`src/rtl/matmul_ctrl.sv`:
```
// Sequencing controller that reads a job descriptor from data_mem, computes
// C = A x B with one MAC per operand pair, and writes 16-bit C elements back.
module matmul_ctrl #(
  parameter int DATA_WIDTH = 8,
  parameter int ADDR_WIDTH = 8
) (
  input  logic                    clk,
  input  logic                    rst_n,
  input  logic                    start,
  output logic                    busy,
  output logic                    done,
  output logic                    mem_we,
  output logic [ADDR_WIDTH-1:0]   mem_w_addr,
  output logic [2*DATA_WIDTH-1:0] mem_w_data,
  output logic [ADDR_WIDTH-1:0]   mem_r_addr,
  input  logic [DATA_WIDTH-1:0]   mem_r_data
);

  localparam logic [3:0] S_IDLE    = 4'd0;
  localparam logic [3:0] S_CFG_ISS = 4'd1;
  localparam logic [3:0] S_CFG_CAP = 4'd2;
  localparam logic [3:0] S_CLR     = 4'd3;
  localparam logic [3:0] S_A_ISS   = 4'd4;
  localparam logic [3:0] S_A_CAP   = 4'd5;
  localparam logic [3:0] S_B_ISS   = 4'd6;
  localparam logic [3:0] S_B_CAP   = 4'd7;
  localparam logic [3:0] S_WR      = 4'd8;
  localparam logic [3:0] S_DONE    = 4'd9;

  logic [3:0]              state;
  logic [2:0]              cfg_idx;
  logic [ADDR_WIDTH-1:0]   m, n, l, a_base, c_base;
  logic [ADDR_WIDTH-1:0]   i, j, k;
  logic [DATA_WIDTH-1:0]   a_reg;
  logic [2*DATA_WIDTH-1:0] acc;
  logic [2*DATA_WIDTH-1:0] product;
  logic [ADDR_WIDTH-1:0]   cfg_addr, a_addr, b_base, b_addr, c_addr;
  logic [ADDR_WIDTH-1:0]   cap_val;

  // Address generation; all arithmetic wraps at ADDR_WIDTH, elements use a 2-byte stride.
  assign b_base  = a_base + ((m * n) << 1);
  assign a_addr  = a_base + ((i * n + k) << 1);
  assign b_addr  = b_base + ((k * l + j) << 1);
  assign c_addr  = c_base + ((i * l + j) << 1);
  assign product = (2*DATA_WIDTH)'(a_reg) * (2*DATA_WIDTH)'(mem_r_data);
  assign cap_val = ADDR_WIDTH'(mem_r_data);

  always_comb begin
    cfg_addr = '0;
    case (cfg_idx)
      3'd0:    cfg_addr = ADDR_WIDTH'(0);
      3'd1:    cfg_addr = ADDR_WIDTH'(2);
      3'd2:    cfg_addr = ADDR_WIDTH'(4);
      3'd3:    cfg_addr = ADDR_WIDTH'(12);
      3'd4:    cfg_addr = ADDR_WIDTH'(14);
      default: cfg_addr = '0;
    endcase
  end

  // Read address is held across both the issue and capture cycle of each access.
  always_comb begin
    mem_r_addr = '0;
    case (state)
      S_CFG_ISS, S_CFG_CAP: mem_r_addr = cfg_addr;
      S_A_ISS, S_A_CAP:     mem_r_addr = a_addr;
      S_B_ISS, S_B_CAP:     mem_r_addr = b_addr;
      default:              mem_r_addr = '0;
    endcase
  end

  assign busy       = (state != S_IDLE);
  assign done       = (state == S_DONE);
  assign mem_we     = (state == S_WR);
  assign mem_w_addr = (state == S_WR) ? c_addr : '0;
  assign mem_w_data = (state == S_WR) ? acc : '0;

  always_ff @(posedge clk or negedge rst_n) begin
    if (!rst_n) begin
      state   <= S_IDLE;
      cfg_idx <= '0;
      m       <= '0;
      n       <= '0;
      l       <= '0;
      a_base  <= '0;
      c_base  <= '0;
      i       <= '0;
      j       <= '0;
      k       <= '0;
      a_reg   <= '0;
      acc     <= '0;
    end else begin
      case (state)
        S_IDLE: begin
          if (start) begin
            cfg_idx <= '0;
            state   <= S_CFG_ISS;
          end
        end
        S_CFG_ISS: state <= S_CFG_CAP;
        S_CFG_CAP: begin
          case (cfg_idx)
            3'd0:    m      <= cap_val;
            3'd1:    n      <= cap_val;
            3'd2:    l      <= cap_val;
            3'd3:    a_base <= cap_val;
            default: c_base <= cap_val;
          endcase
          if (cfg_idx == 3'd4) begin
            i <= '0;
            j <= '0;
            k <= '0;
            // m, n and l were captured in earlier passes, so they are valid here.
            state <= (m == '0 || n == '0 || l == '0) ? S_DONE : S_CLR;
          end else begin
            cfg_idx <= cfg_idx + 3'd1;
            state   <= S_CFG_ISS;
          end
        end
        S_CLR: begin
          acc   <= '0;
          state <= S_A_ISS;
        end
        S_A_ISS: state <= S_A_CAP;
        S_A_CAP: begin
          a_reg <= mem_r_data;
          state <= S_B_ISS;
        end
        S_B_ISS: state <= S_B_CAP;
        S_B_CAP: begin
          acc <= acc + product;
          if (k != n - 1'b1) begin
            k     <= k + 1'b1;
            state <= S_A_ISS;
          end else begin
            k     <= '0;
            state <= S_WR;
          end
        end
        S_WR: begin
          if (j != l - 1'b1) begin
            j     <= j + 1'b1;
            state <= S_CLR;
          end else if (i != m - 1'b1) begin
            j     <= '0;
            i     <= i + 1'b1;
            state <= S_CLR;
          end else begin
            state <= S_DONE;
          end
        end
        S_DONE:  state <= S_IDLE;
        default: state <= S_IDLE;
      endcase
    end
  end

endmodule

```
`config.mk`:
```
export PLATFORM = sky130hd
export DESIGN_NAME = matmul_ctrl
export DESIGN_NICKNAME = d
export VERILOG_FILES = /design/src/rtl/matmul_ctrl.sv
export SDC_FILE = /design/constraint.sdc
export NUM_CORES = 1
export LEC_CHECK = 0
export CAP_MARGIN = 5
export CORE_ASPECT_RATIO = 0.6
export CORE_MARGIN = 2
export CORE_UTILIZATION = 26
export CTS_CLUSTER_SIZE = 40
export DETAILED_ROUTE_END_ITERATION = 6
export GPL_TIMING_DRIVEN = 0
export PLACE_DENSITY = 0.46
export SYNTH_ARGS = -nofsm -noshare
export SYNTH_HDL_FRONTEND = slang
export SYNTH_SLANG_ARGS = --single-unit
```
`constraint.sdc`:
```
create_clock -name clk -period 9.35 [get_ports clk]
set_input_delay 1.4025 -clock clk [delete_from_list [all_inputs] [get_ports clk]]
set_output_delay 1.4025 -clock clk [all_outputs]
set_load 0.02 [all_outputs]
```
; Word level (Yosys, flattened, before mapping)
; Index checks and enable logic that the tools add are counted.
[word_totals]
regBits = 95
in_bits = 11
elab_cells = 104
[op_classes]
n_addsub = 15
multipliers = 5
eq_ne = 22
mux = 24
bitwise = 1
reduce_logical = 25
[op_table]
columns = op, n
row1 = 8-bit 2-to-1 mux, 7
row2 = 8-bit case mux with 2 select lines, 3
row3 = 4-bit case mux with 9 select lines, 1
row4 = 8-bit adder, 4
row5 = 8-bit by 8-bit multiplier with 7-bit output, 4
row6 = 16-bit case mux with 2 select lines, 1
row7 = 8-bit by 1-bit adder with 8-bit output (second input constant), 3
row8 = 8-bit zero test, 3
row9 = 4-bit 2-to-1 mux, 6
row10 = 8-bit != test, 3
row11 = 8-bit case mux with 3 select lines, 1
row12 = 8-bit by 1-bit subtractor with 8-bit output (second input constant), 3
row13 = 7-bit adder, 3
row14 = 16-bit adder, 1
row15 = 4-bit by 3-bit equality test with 1-bit output (second input constant), 4
row16 = 8-bit by 8-bit multiplier with 16-bit output, 1
row17 = 16-bit 2-to-1 mux, 1
row18 = 4-bit case mux with 4 select lines, 1
row19 = 2-bit AND reduction, 6
row20 = 4-bit by 2-bit equality test with 1-bit output (second input constant), 2
row21 = 4-bit equality test (second input constant), 2
row22 = 2-bit != test (second input constant), 4
row23 = 2-bit nonzero test, 4
row24 = 3-bit by 2-bit equality test with 1-bit output (second input constant), 2
row25 = 17 further kinds, 22

; Longest topological paths before layout
; Gate-level depths: netlist (run 1).
[depth]
depth_word = 6
mapped_depth = 23
depth_no_buf = 22

; Worst setup path before layout (run 1)
; Ideal clock, no wire load.
[synth_timing]
path_type = register to output
startpoint = reg l[1]
endpoint = out mem_r_addr[7]
arrival_ns = 4.884
setup_slack_ns = 3.063
path_stages_with_launch = 19
n_path_buf = 1
cell_sequence = dfrtp_1 -> clkbuf_1 -> nand2_1 -> fa_1 -> fa_1 -> inv_1 -> fa_1 -> fa_1 -> ha_1 -> xnor2_1 -> fa_1 -> xnor2_1 -> xnor2_1 -> xnor2_1 -> xnor3_1 -> xnor2_1 -> xnor2_1 -> mux2i_1 -> nor2_1
[synth_via]
elab_chain_cells = 4
[synth_rtl]
columns = item, line_no
row1 = from (decl), 32  ; logic [ADDR_WIDTH-1:0] m, n, l, a_base, c_base;
row2 = from (signal assigned), 104  ; 3'd2: l <= cap_val;
row3 = 8-bit by 8-bit multiplier with 7-bit output, 43  ; assign b_addr = b_base + ((k * l + j) << 1);
row4 = 7-bit adder, 43
row5 = 8-bit adder, 43
row6 = 8-bit case mux with 3 select lines, 63  ; case (state)
row7 = to (decl), 15  ; output logic [ADDR_WIDTH-1:0] mem_r_addr,
; No other way between the ends.

; Final worst setup path (run 1)
; Same ends and word-level chain as after synthesis.

==> results.sh, run 1 <==
export IMPL_die_area_sq_um=46100
export IMPL_path_clk_slew_ns=0.07
export IMPL_drc=2
export IMPL_finClkSkew_ns=0.01057
export IMPL_fin_crit_ns=7.780
export IMPL_drt_iter0_drc=677
export IMPL_relSlewSlack=0.3746
export IMPL_grt_util_all_layers=0.1569
export IMPL_antenna_found_initial=2
export IMPL_setup_viol=0
export IMPL_largest_register="acc"
export IMPL_cp_slowest_cell="clkdlybuf4s50_1"
export IMPL_end_kind="primary output"
export IMPL_crit_type="reg -> out"
export IMPL_globalplace_congestion=0.8299
export IMPL_violations="DRC"
export IMPL_max_cap_viol_count=0
export IMPL_syn_to_final_growth_pct=12.75
export IMPL_clkSinkCount=95
export IMPL_postRouteAntennaNets=0
export IMPL_largest_register_ffs=16
export IMPL_initial_core_util=0.2647
export IMPL_status="finished, violations left"
export IMPL_dp_cells=1911
export IMPL_yosysWarnings=0
export IMPL_slew_violations=0
export IMPL_cts_root_buf="clkbuf_16"
export IMPL_synthCells=1286
export IMPL_seq_area_frac_synth=0.2062
export IMPL_critPathMostFrequentCell="xnor2_1"
export IMPL_setup_tns_ns=0
export IMPL_synthDistinctLibCells=56
export IMPL_postSynthAreaPerCell_sq_um=8.966
export IMPL_hpwl_mm=28.10
export IMPL_drive_gt1_frac=0.05490
export IMPL_startpoint_type="flip-flop"
export IMPL_ys_flop_type="dfrtp_1"
export IMPL_rsz0062_at_grt="no"
export IMPL_tightest_slew_ns=0.9381
export IMPL_clockBufferDepth=2
export IMPL_drt_pass1_iter_count=7
export IMPL_portBuffers=45
export IMPL_post_cts_buffers=0
export IMPL_grt_max_degree=65
export IMPL_synthArstFlopShare=1.000
export IMPL_cp_arrival_ns=6.38
export IMPL_fmax_mhz=128.5
export IMPL_fill_cells=4651
export IMPL_layout_cells_non_filler=1928
export IMPL_die_w_um=275.9
export IMPL_grt_pass1_wl_mm=54.04
export IMPL_syn_nets=1523
export IMPL_rows=59
export IMPL_final_cell_mix="inv_1, ha_1, nand2_1, fa_1, xnor2_1"
export IMPL_first_global_vias=8653
export IMPL_hold_buffers=0
export IMPL_routed_via_count=8762
export IMPL_hold_viol_final=0
export IMPL_synth_seq_cells=95
export IMPL_viasPerCell=4.545
export IMPL_core_sq_um=43550
export IMPL_cp_max_fo=10
export IMPL_min_period_over_period=0.8321
export IMPL_grt_overflow_total=0
export IMPL_insertion_delay_ns=0.38
export IMPL_multi_input_area_sq_um=8172
export IMPL_finalNetCount=1580
export IMPL_worstPathRequired_ns=7.95
export IMPL_routedWlPerCell_um=17.79
export IMPL_cts_buffers=9
export IMPL_synth_edf_count=0
export IMPL_post_cts_resized=0
export IMPL_cts_max_level=3
export IMPL_hold_class="reg -> reg"
export IMPL_max_stage_delay_ns=0.63
export IMPL_cts_tree="done"
export IMPL_seq_area_sq_um=2377
export IMPL_syn_area_sq_um=11530
export IMPL_die_h_um=167.1
export IMPL_io_pin_count=46
export IMPL_crit_chain="clkbuf_1, nand2_1, fa_1, fa_1, inv_1, fa_1, fa_1, ha_1, xnor2_1, fa_1, xnor2_1, xnor2_1, xnor2_1, xnor3_1, xnor2_1, xnor2_1, mux2i_1, nor2_1, clkdlybuf4s50_1"
export IMPL_routed_wl_mm=34.29
export IMPL_layout_commonest_cell="inv_1"
per-layer routing:
| layer | part of all wire | track usage | up-vias |
|---|---|---|---|
| li1 | - | - | 4216 |
| met1 | 0.58 | 0.2737 | 4350 |
| met2 | 0.36 | 0.1960 | 181 |
| met3 | 0.047 | 0.02194 | 15 |
| met4 | 0.0067 | 0.02361 | 0 |
| met5 | 0 | 0 | - |
cell families (layout without fill, tap and decap cells):
logic type	after synthesis	in the layout	share of synthesized area
XOR/XNOR	130	130	0.09995
AO/OA/AOI/OAI	139	139	0.07955
multiplexers	54	54	0.05220
flip-flops	95	95	0.2062
AND/OR/NAND/NOR	384	384	0.1654
adder cells (fa/ha/maj)	226	226	0.3117
buffers and inverters	258	320	0.08508
other	0	1	0
synth_stat cells (32+ instances only):
master / count / area [sq um]
a21oi_1: 36 / 180.2
nand2_1: 122 / 457.9
fa_1: 102 / 2042
nor2_1: 72 / 270.3
inv_1: 199 / 747.0
and2_1: 95 / 594.3
xnor2_1: 97 / 849.6
clkbuf_1: 54 / 202.7
dfrtp_1: 95 / 2377
xor2_1: 32 / 280.3
mux2_2: 49 / 551.8
ha_1: 124 / 1551
final timing paths:
path                            slack, ns                  from               endpoint  cells past startpoint
min in group asynchronous            0.98                 rst_n     acc[4]$_DFFE_PN0P_                      1
max in group asynchronous            7.66                 rst_n  a_base[0]$_DFFE_PN0P_                      2
worst max-delay path                 1.57      l[1]$_DFFE_PN0P_          mem_r_addr[7]                     19
worst max register to register       4.02  a_reg[3]$_DFFE_PN0P_    acc[14]$_DFFE_PN0P_                     17
worst min register to register       0.48    acc[9]$_DFFE_PN0P_     acc[9]$_DFFE_PN0P_                      2
worst min-delay path                 0.48    acc[9]$_DFFE_PN0P_     acc[9]$_DFFE_PN0P_                      2
stage by stage:
step                        util  instance area [sq um]  hold WS [ns]  setup slack (ns)
after detailed placement  0.2923                  12730        0.4710             1.905
after global placement    0.2917                  12700        0.4645             1.862
after global routing      0.2984                  13000        0.5065             1.160
final                     0.2985                  13000        0.4823             1.570
after CTS                 0.2984                  13000        0.4873             1.506
after floorplan                -                  11530        0.4428             3.063
critical path, delay by kind of cell (launching register included):
| family | cells | cell delay (ns) |
|---|---|---|
| xor+xnor | 7 | 1.29 |
| flops | 1 | 0.47 |
| simple gates | 2 | 0.27 |
| buf+inv | 3 | 1.17 |
| fa+ha+maj | 6 | 2.72 |
| mux | 1 | 0.10 |
final cells by class:
class,instances,area share
diodes,1,0.0001925
clock inverters,4,0.002406
clock buffers,12,0.01819
repair buffers,46,0.03657
multi-input cells,933,0.6286
inverters,200,0.05775
flip-flops and latches,95,0.1829
well taps,579,0.05573
plain buffers,58,0.01771
Power of run 1 is not shown: default switching activity piles up to over one toggle a cycle in this logic, so the estimate is an artifact.
==> inputs of run 2 (changes only) <==
==> constraint.sdc (replaced) <==
create_clock -name clk -period 7.88 [get_ports clk]
set_input_delay 1.182 -clock clk [delete_from_list [all_inputs] [get_ports clk]]
set_output_delay 1.182 -clock clk [all_outputs]
set_load 0.02 [all_outputs]
==> run 2 against run 1 <==
  * The flow still finishes with violations (DRC)
  * Global-route usage is the same
  * Worst hold slack barely moved
  * Utilization barely moved
  * Critical endpoint unchanged
  * Largest cell class unchanged
==> results.sh, run 2 (synthesized netlist as in run 1, its figures left out) <==
export IMPL_place_ws_ns=0.6558
export IMPL_viasPerCell=4.551
export IMPL_drc=2
export IMPL_cts_tree="done"
export IMPL_insertion_delay_ns=0.38
export IMPL_cts_root_buf="clkbuf_16"
export IMPL_violations="DRC"
export IMPL_cp_slowest_cell="clkdlybuf4s50_1"
export IMPL_postRouteAntennaNets=0
export IMPL_critical_path_top_delay_family="adder cells"
export IMPL_final_cell_area_sq_um=13000
export IMPL_dp_cells=1911
export IMPL_startpoint_type="flip-flop"
export IMPL_worstPathRequired_ns=6.70
export IMPL_rsz0062_at_grt="no"
export IMPL_grt_max_degree=65
export IMPL_grt_overflow_total=0
export IMPL_drt_iter0_drc=664
export IMPL_layout_cells_non_filler=1928
export IMPL_fmax_mhz=132.5
export IMPL_largest_register_ffs=16
export IMPL_routed_via_count=8775
export IMPL_cp_max_fo=10
export IMPL_finalNetCount=1580
export IMPL_cp_arrival_ns=6.36
export IMPL_grt_util_all_layers=0.1569
export IMPL_place_area_sq_um=12730
export IMPL_tightest_slew_ns=0.9626
export IMPL_finClkSkew_ns=0.01016
export IMPL_die_h_um=167.1
export IMPL_setup_tns_ns=0
export IMPL_setup_viol=0
export IMPL_hold_buffers=0
export IMPL_grt_pass1_wl_mm=54.04
export IMPL_critPathMostFrequentCell="xnor2_1"
export IMPL_routedWlPerCell_um=17.81
export IMPL_syn_to_final_growth_pct=12.78
export IMPL_status="finished, violations left"
export IMPL_clockBufferDepth=2
export IMPL_largest_register="acc"
export IMPL_setup_slack_ns=0.3345
export IMPL_cts_max_level=3
export IMPL_crit_type="reg -> out"
export IMPL_routed_wl_mm=34.34
export IMPL_antenna_found_initial=2
export IMPL_path_clk_slew_ns=0.07
export IMPL_drt_pass1_iter_count=7
export IMPL_fin_crit_ns=7.546
export IMPL_initial_core_util=0.2647
export IMPL_clkSinkCount=95
export IMPL_hold_class="reg -> reg"
export IMPL_crit_chain="clkbuf_1, nand2_1, fa_1, fa_1, inv_1, fa_1, fa_1, ha_1, xnor2_1, fa_1, xnor2_1, xnor2_1, xnor2_1, xnor3_1, xnor2_1, xnor2_1, mux2i_1, nor2_1, clkdlybuf4s50_1"
export IMPL_relSlewSlack=0.3583
export IMPL_max_cap_viol_count=0
export IMPL_cp_num_buf_inv=3
export IMPL_core_sq_um=43550
export IMPL_end_kind="primary output"
export IMPL_fill_cells=4651
export IMPL_hpwl_mm=28.10
export IMPL_slew_violations=0
export IMPL_rows=59
export IMPL_io_pin_count=46
export IMPL_post_cts_buffers=0
export IMPL_final_cell_mix="inv_1, ha_1, nand2_1, fa_1, xnor2_1"
export IMPL_layout_commonest_cell="inv_1"
export IMPL_drive_gt1_frac=0.05712
export IMPL_max_stage_delay_ns=0.63
export IMPL_first_global_vias=8653
export IMPL_die_area_sq_um=46100
export IMPL_hold_viol_final=0
export IMPL_die_w_um=275.9
export IMPL_portBuffers=45
export IMPL_globalplace_congestion=0.8299
export IMPL_cts_buffers=9
export IMPL_min_period_over_period=0.9576
## run 2: worst paths after layout
check,from,cells past startpoint,slack [ns],endpoint
setup / recovery,k[2]$_DFFE_PN0P_,19,0.33,mem_r_addr[7]
hold / removal,acc[9]$_DFFE_PN0P_,2,0.48,acc[9]$_DFFE_PN0P_
min in group asynchronous,rst_n,1,0.76,acc[4]$_DFFE_PN0P_
max in group asynchronous,rst_n,2,6.40,a_base[0]$_DFFE_PN0P_
hold reg to reg,acc[9]$_DFFE_PN0P_,2,0.48,acc[9]$_DFFE_PN0P_
setup reg to reg,a_reg[3]$_DFFE_PN0P_,17,2.52,acc[14]$_DFFE_PN0P_
## run 2: worst register-to-register path, stage by stage, from the launching register on
cell and delay, ns:
dfrtp_1 0.61, nand2_1 0.14, fa_1 0.50, fa_1 0.51
inv_1 0.04, ha_1 0.27, inv_1 0.05, fa_1 0.53
inv_1 0.07, ha_1 0.29, a21o_1 0.16, a21oi_1 0.33
o21ai_0 0.20, a31oi_1 0.44, nor3_1 0.11, a2111oi_0 0.68
xnor2_1 0.13, a22o_1 0.20
## run 2: routing by layer
metal  vias up  GRT usage  share of wire
met1      4351     0.2737           0.59
met5         -          0              0
li1       4220          -              -
met4         0    0.02361         0.0067
met3        15    0.02194          0.042
met2       189     0.1960           0.36
## run 2: layout make-up
cell class | count | area (sq um) | share of cell area
tap | 579 | 724.4 | 0.05571
sequential | 95 | 2377 | 0.1828
buffer | 58 | 234.0 | 0.01799
clock buffer | 12 | 236.5 | 0.01819
antenna | 1 | 2.502 | 0.0001924
clock inverter | 4 | 31.28 | 0.002405
timing repair buffer | 46 | 475.5 | 0.03656
multi-input combinational | 933 | 8172 | 0.6284
inverter | 200 | 750.7 | 0.05773
## run 2: stage by stage
stage / hold WS, ns / utilization
finish: 0.4825 / 0.2986
global route: 0.5065 / 0.2985
CTS: 0.4873 / 0.2984
detailed placement: 0.4710 / 0.2923
global placement: 0.4645 / 0.2917
floorplan: 0.4428 / -
## run 2: timing repair
| item | 4_1_cts | 5_1_grt |
|---|---|---|
| gates resized for setup | 0 | 6 |
| endpoints found under the setup margin | 0 | 1 |
| hold endpoints to repair | 0 | 0 |
Power of run 2 is left out for the same reason.
==> inputs of run 3 (changes only) <==
--- a/config.mk
+++ b/config.mk
@@ -6,7 +6,7 @@
 export NUM_CORES = 1
 export LEC_CHECK = 0
 export CAP_MARGIN = 5
-export CORE_ASPECT_RATIO = 0.6
+export CORE_ASPECT_RATIO = 1.1
 export CORE_MARGIN = 2
 export CORE_UTILIZATION = 26
 export CTS_CLUSTER_SIZE = 40
==> run 3 against run 2 <==
  * The run now ends clean
  * Fmax decreased by 0.60%
  * Worst hold slack lost 0.00076 ns
  * Clock skew up 0.00080 ns
  * Sequential cell count unchanged
  * First-iteration DRC count shrank 40%
  * Critical path type unchanged
  * Clock-buffer cell count shrank 2
  * Cell area grew 0.18%
  * Critical path depth stayed put
  * Register-to-register slack better by 0.27 ns
  * Worst setup slack got worse by 0.046 ns
==> results.sh, run 3 (synthesized netlist as in run 1, its figures left out) <==
export IMPL_status="complete, no violations"
export IMPL_routed_via_count=8618
export IMPL_post_cts_buffers=0
export IMPL_layout_commonest_cell="inv_1"
export IMPL_max_stage_delay_ns=0.64
export IMPL_antenna_found_initial=0
export IMPL_cp_arrival_ns=6.41
export IMPL_drive_gt1_frac=0.05869
export IMPL_cts_root_buf="clkbuf_16"
export IMPL_crit_type="reg -> out"
export IMPL_slew_violations=0
export IMPL_critPathMostFrequentCell="xnor2_1"
export IMPL_globalplace_congestion=0.7934
export IMPL_grt_pass1_wl_mm=51.76
export IMPL_tightest_slew_ns=0.8001
export IMPL_hold_viol_final=0
export IMPL_cp_max_fo=10
export IMPL_end_kind="primary output"
export IMPL_setup_viol=0
export IMPL_fin_crit_ns=7.591
export IMPL_drt_iter0_drc=396
export IMPL_rows=80
export IMPL_io_pin_count=46
export IMPL_clkSinkCount=95
export IMPL_path_clk_slew_ns=0.07
export IMPL_first_global_vias=9049
export IMPL_cp_slowest_cell="clkdlybuf4s50_1"
export IMPL_fmax_mhz=131.7
export IMPL_viasPerCell=4.489
export IMPL_hold_class="reg -> reg"
export IMPL_initial_core_util=0.2648
export IMPL_insertion_delay_ns=0.37
export IMPL_syn_to_final_growth_pct=12.99
export IMPL_cts_max_level=3
export IMPL_rsz0062_at_grt="no"
export IMPL_setup_tns_ns=0
export IMPL_place_ws_ns=0.6137
export IMPL_clockBufferDepth=2
export IMPL_grt_max_degree=52
export IMPL_worstPathRequired_ns=6.70
export IMPL_grt_util_all_layers=0.1466
export IMPL_final_core_util=0.2992
export IMPL_setup_slack_ns=0.2887
export IMPL_relSlewSlack=0.4630
export IMPL_portBuffers=45
export IMPL_fill_cells=4659
export IMPL_startpoint_type="flip-flop"
export IMPL_routedWlPerCell_um=16.61
export IMPL_grt_overflow_total=0
export IMPL_routed_wl_mm=31.88
export IMPL_cp_num_buf_inv=3
export IMPL_n_antenna_cell=0
export IMPL_die_h_um=224.9
export IMPL_max_cap_viol_count=0
export IMPL_largest_register="acc"
export IMPL_core_sq_um=43540
export IMPL_finalNetCount=1579
export IMPL_hpwl_mm=25.81
export IMPL_die_area_sq_um=46050
export IMPL_die_w_um=204.8
export IMPL_finClkSkew_ns=0.01096
export IMPL_largest_register_ffs=16
export IMPL_crit_chain="clkbuf_1, nand2_1, fa_1, fa_1, inv_1, fa_1, fa_1, ha_1, xnor2_1, fa_1, xnor2_1, xnor2_1, xnor2_1, xnor3_1, xnor2_1, xnor2_1, mux2i_1, nor2_1, clkdlybuf4s50_1"
export IMPL_final_cell_mix="inv_1, ha_1, nand2_1, fa_1, xnor2_1"
export IMPL_cts_tree="done"
export IMPL_postRouteAntennaNets=0
export IMPL_critical_path_top_delay_family="adder cells"
export IMPL_cts_buffers=9
export IMPL_fin_worst_hold_slack_ns=0.4817
export IMPL_drt_pass1_iter_count=5
export IMPL_drc=0
export IMPL_min_period_over_period=0.9634
## run 3: changes by cell type in the layout (fill, tap and decap cells not counted)
cell	before	now
bufinv_16	0	1
clkbuf_1	54	50
clkbuf_8	0	1
clkinvlp_4	3	2
diode_2	1	0
inv_8	0	1
## run 3: area by class of cell
cell class / count / area, sq um / area share
clock buffers: 10 / 239.0 / 0.01834
well taps: 574 / 718.2 / 0.05513
inverters: 200 / 750.7 / 0.05763
repair buffers: 46 / 475.5 / 0.03650
multi-input cells: 933 / 8172 / 0.6273
flip-flops and latches: 95 / 2377 / 0.1825
clock inverters: 5 / 65.06 / 0.004994
plain buffers: 57 / 230.2 / 0.01767
## run 3: worst reg2reg max path: cells and delay by family (launching register included)
kind	cells	cell delay [ns]
adder cells (fa/ha/maj)	5	2.35
AO/OA/AOI/OAI	4	1.33
buffers and inverters	5	0.43
AND/OR/NAND/NOR	3	0.40
flip-flops	1	0.36
XOR/XNOR	1	0.14
## run 3: repair_timing
action                     CTS  global route
hold buffers                 0             0
gates resized for setup      0             6
setup endpoints to repair    0             1
## run 3: per-layer routing
layer / track usage / routed length [um] / share of wire
met3: 0.01565 / 770 / 0.024
met4: 0.03483 / 628 / 0.020
met1: 0.1970 / 14820 / 0.46
met2: 0.2513 / 15660 / 0.49
met5: 0 / 0 / 0
## run 3: per-stage QoR
step	area, sq um	instances
after CTS	13030	1921
after detailed placement	12720	1906
after global routing	13030	1920
after global placement	12700	1905
after floorplan	11530	1286
final	13030	1920
## run 3: path summary, 6_finish.rpt
| kind | from | end | slack (ns) | cells past startpoint |
|---|---|---|---|---|
| setup / recovery | l[3]$_DFFE_PN0P_ | mem_r_addr[7] | 0.29 | 19 |
| hold / removal | acc[7]$_DFFE_PN0P_ | acc[7]$_DFFE_PN0P_ | 0.48 | 2 |
| setup reg to reg | a_reg[5]$_DFFE_PN0P_ | acc[14]$_DFFE_PN0P_ | 2.79 | 18 |
| hold reg to reg | acc[7]$_DFFE_PN0P_ | acc[7]$_DFFE_PN0P_ | 0.48 | 2 |
| max in group asynchronous | rst_n | k[5]$_DFFE_PN0P_ | 6.33 | 2 |
| min in group asynchronous | rst_n | acc[3]$_DFFE_PN0P_ | 0.84 | 1 |
Power of run 3 is left out for the same reason.
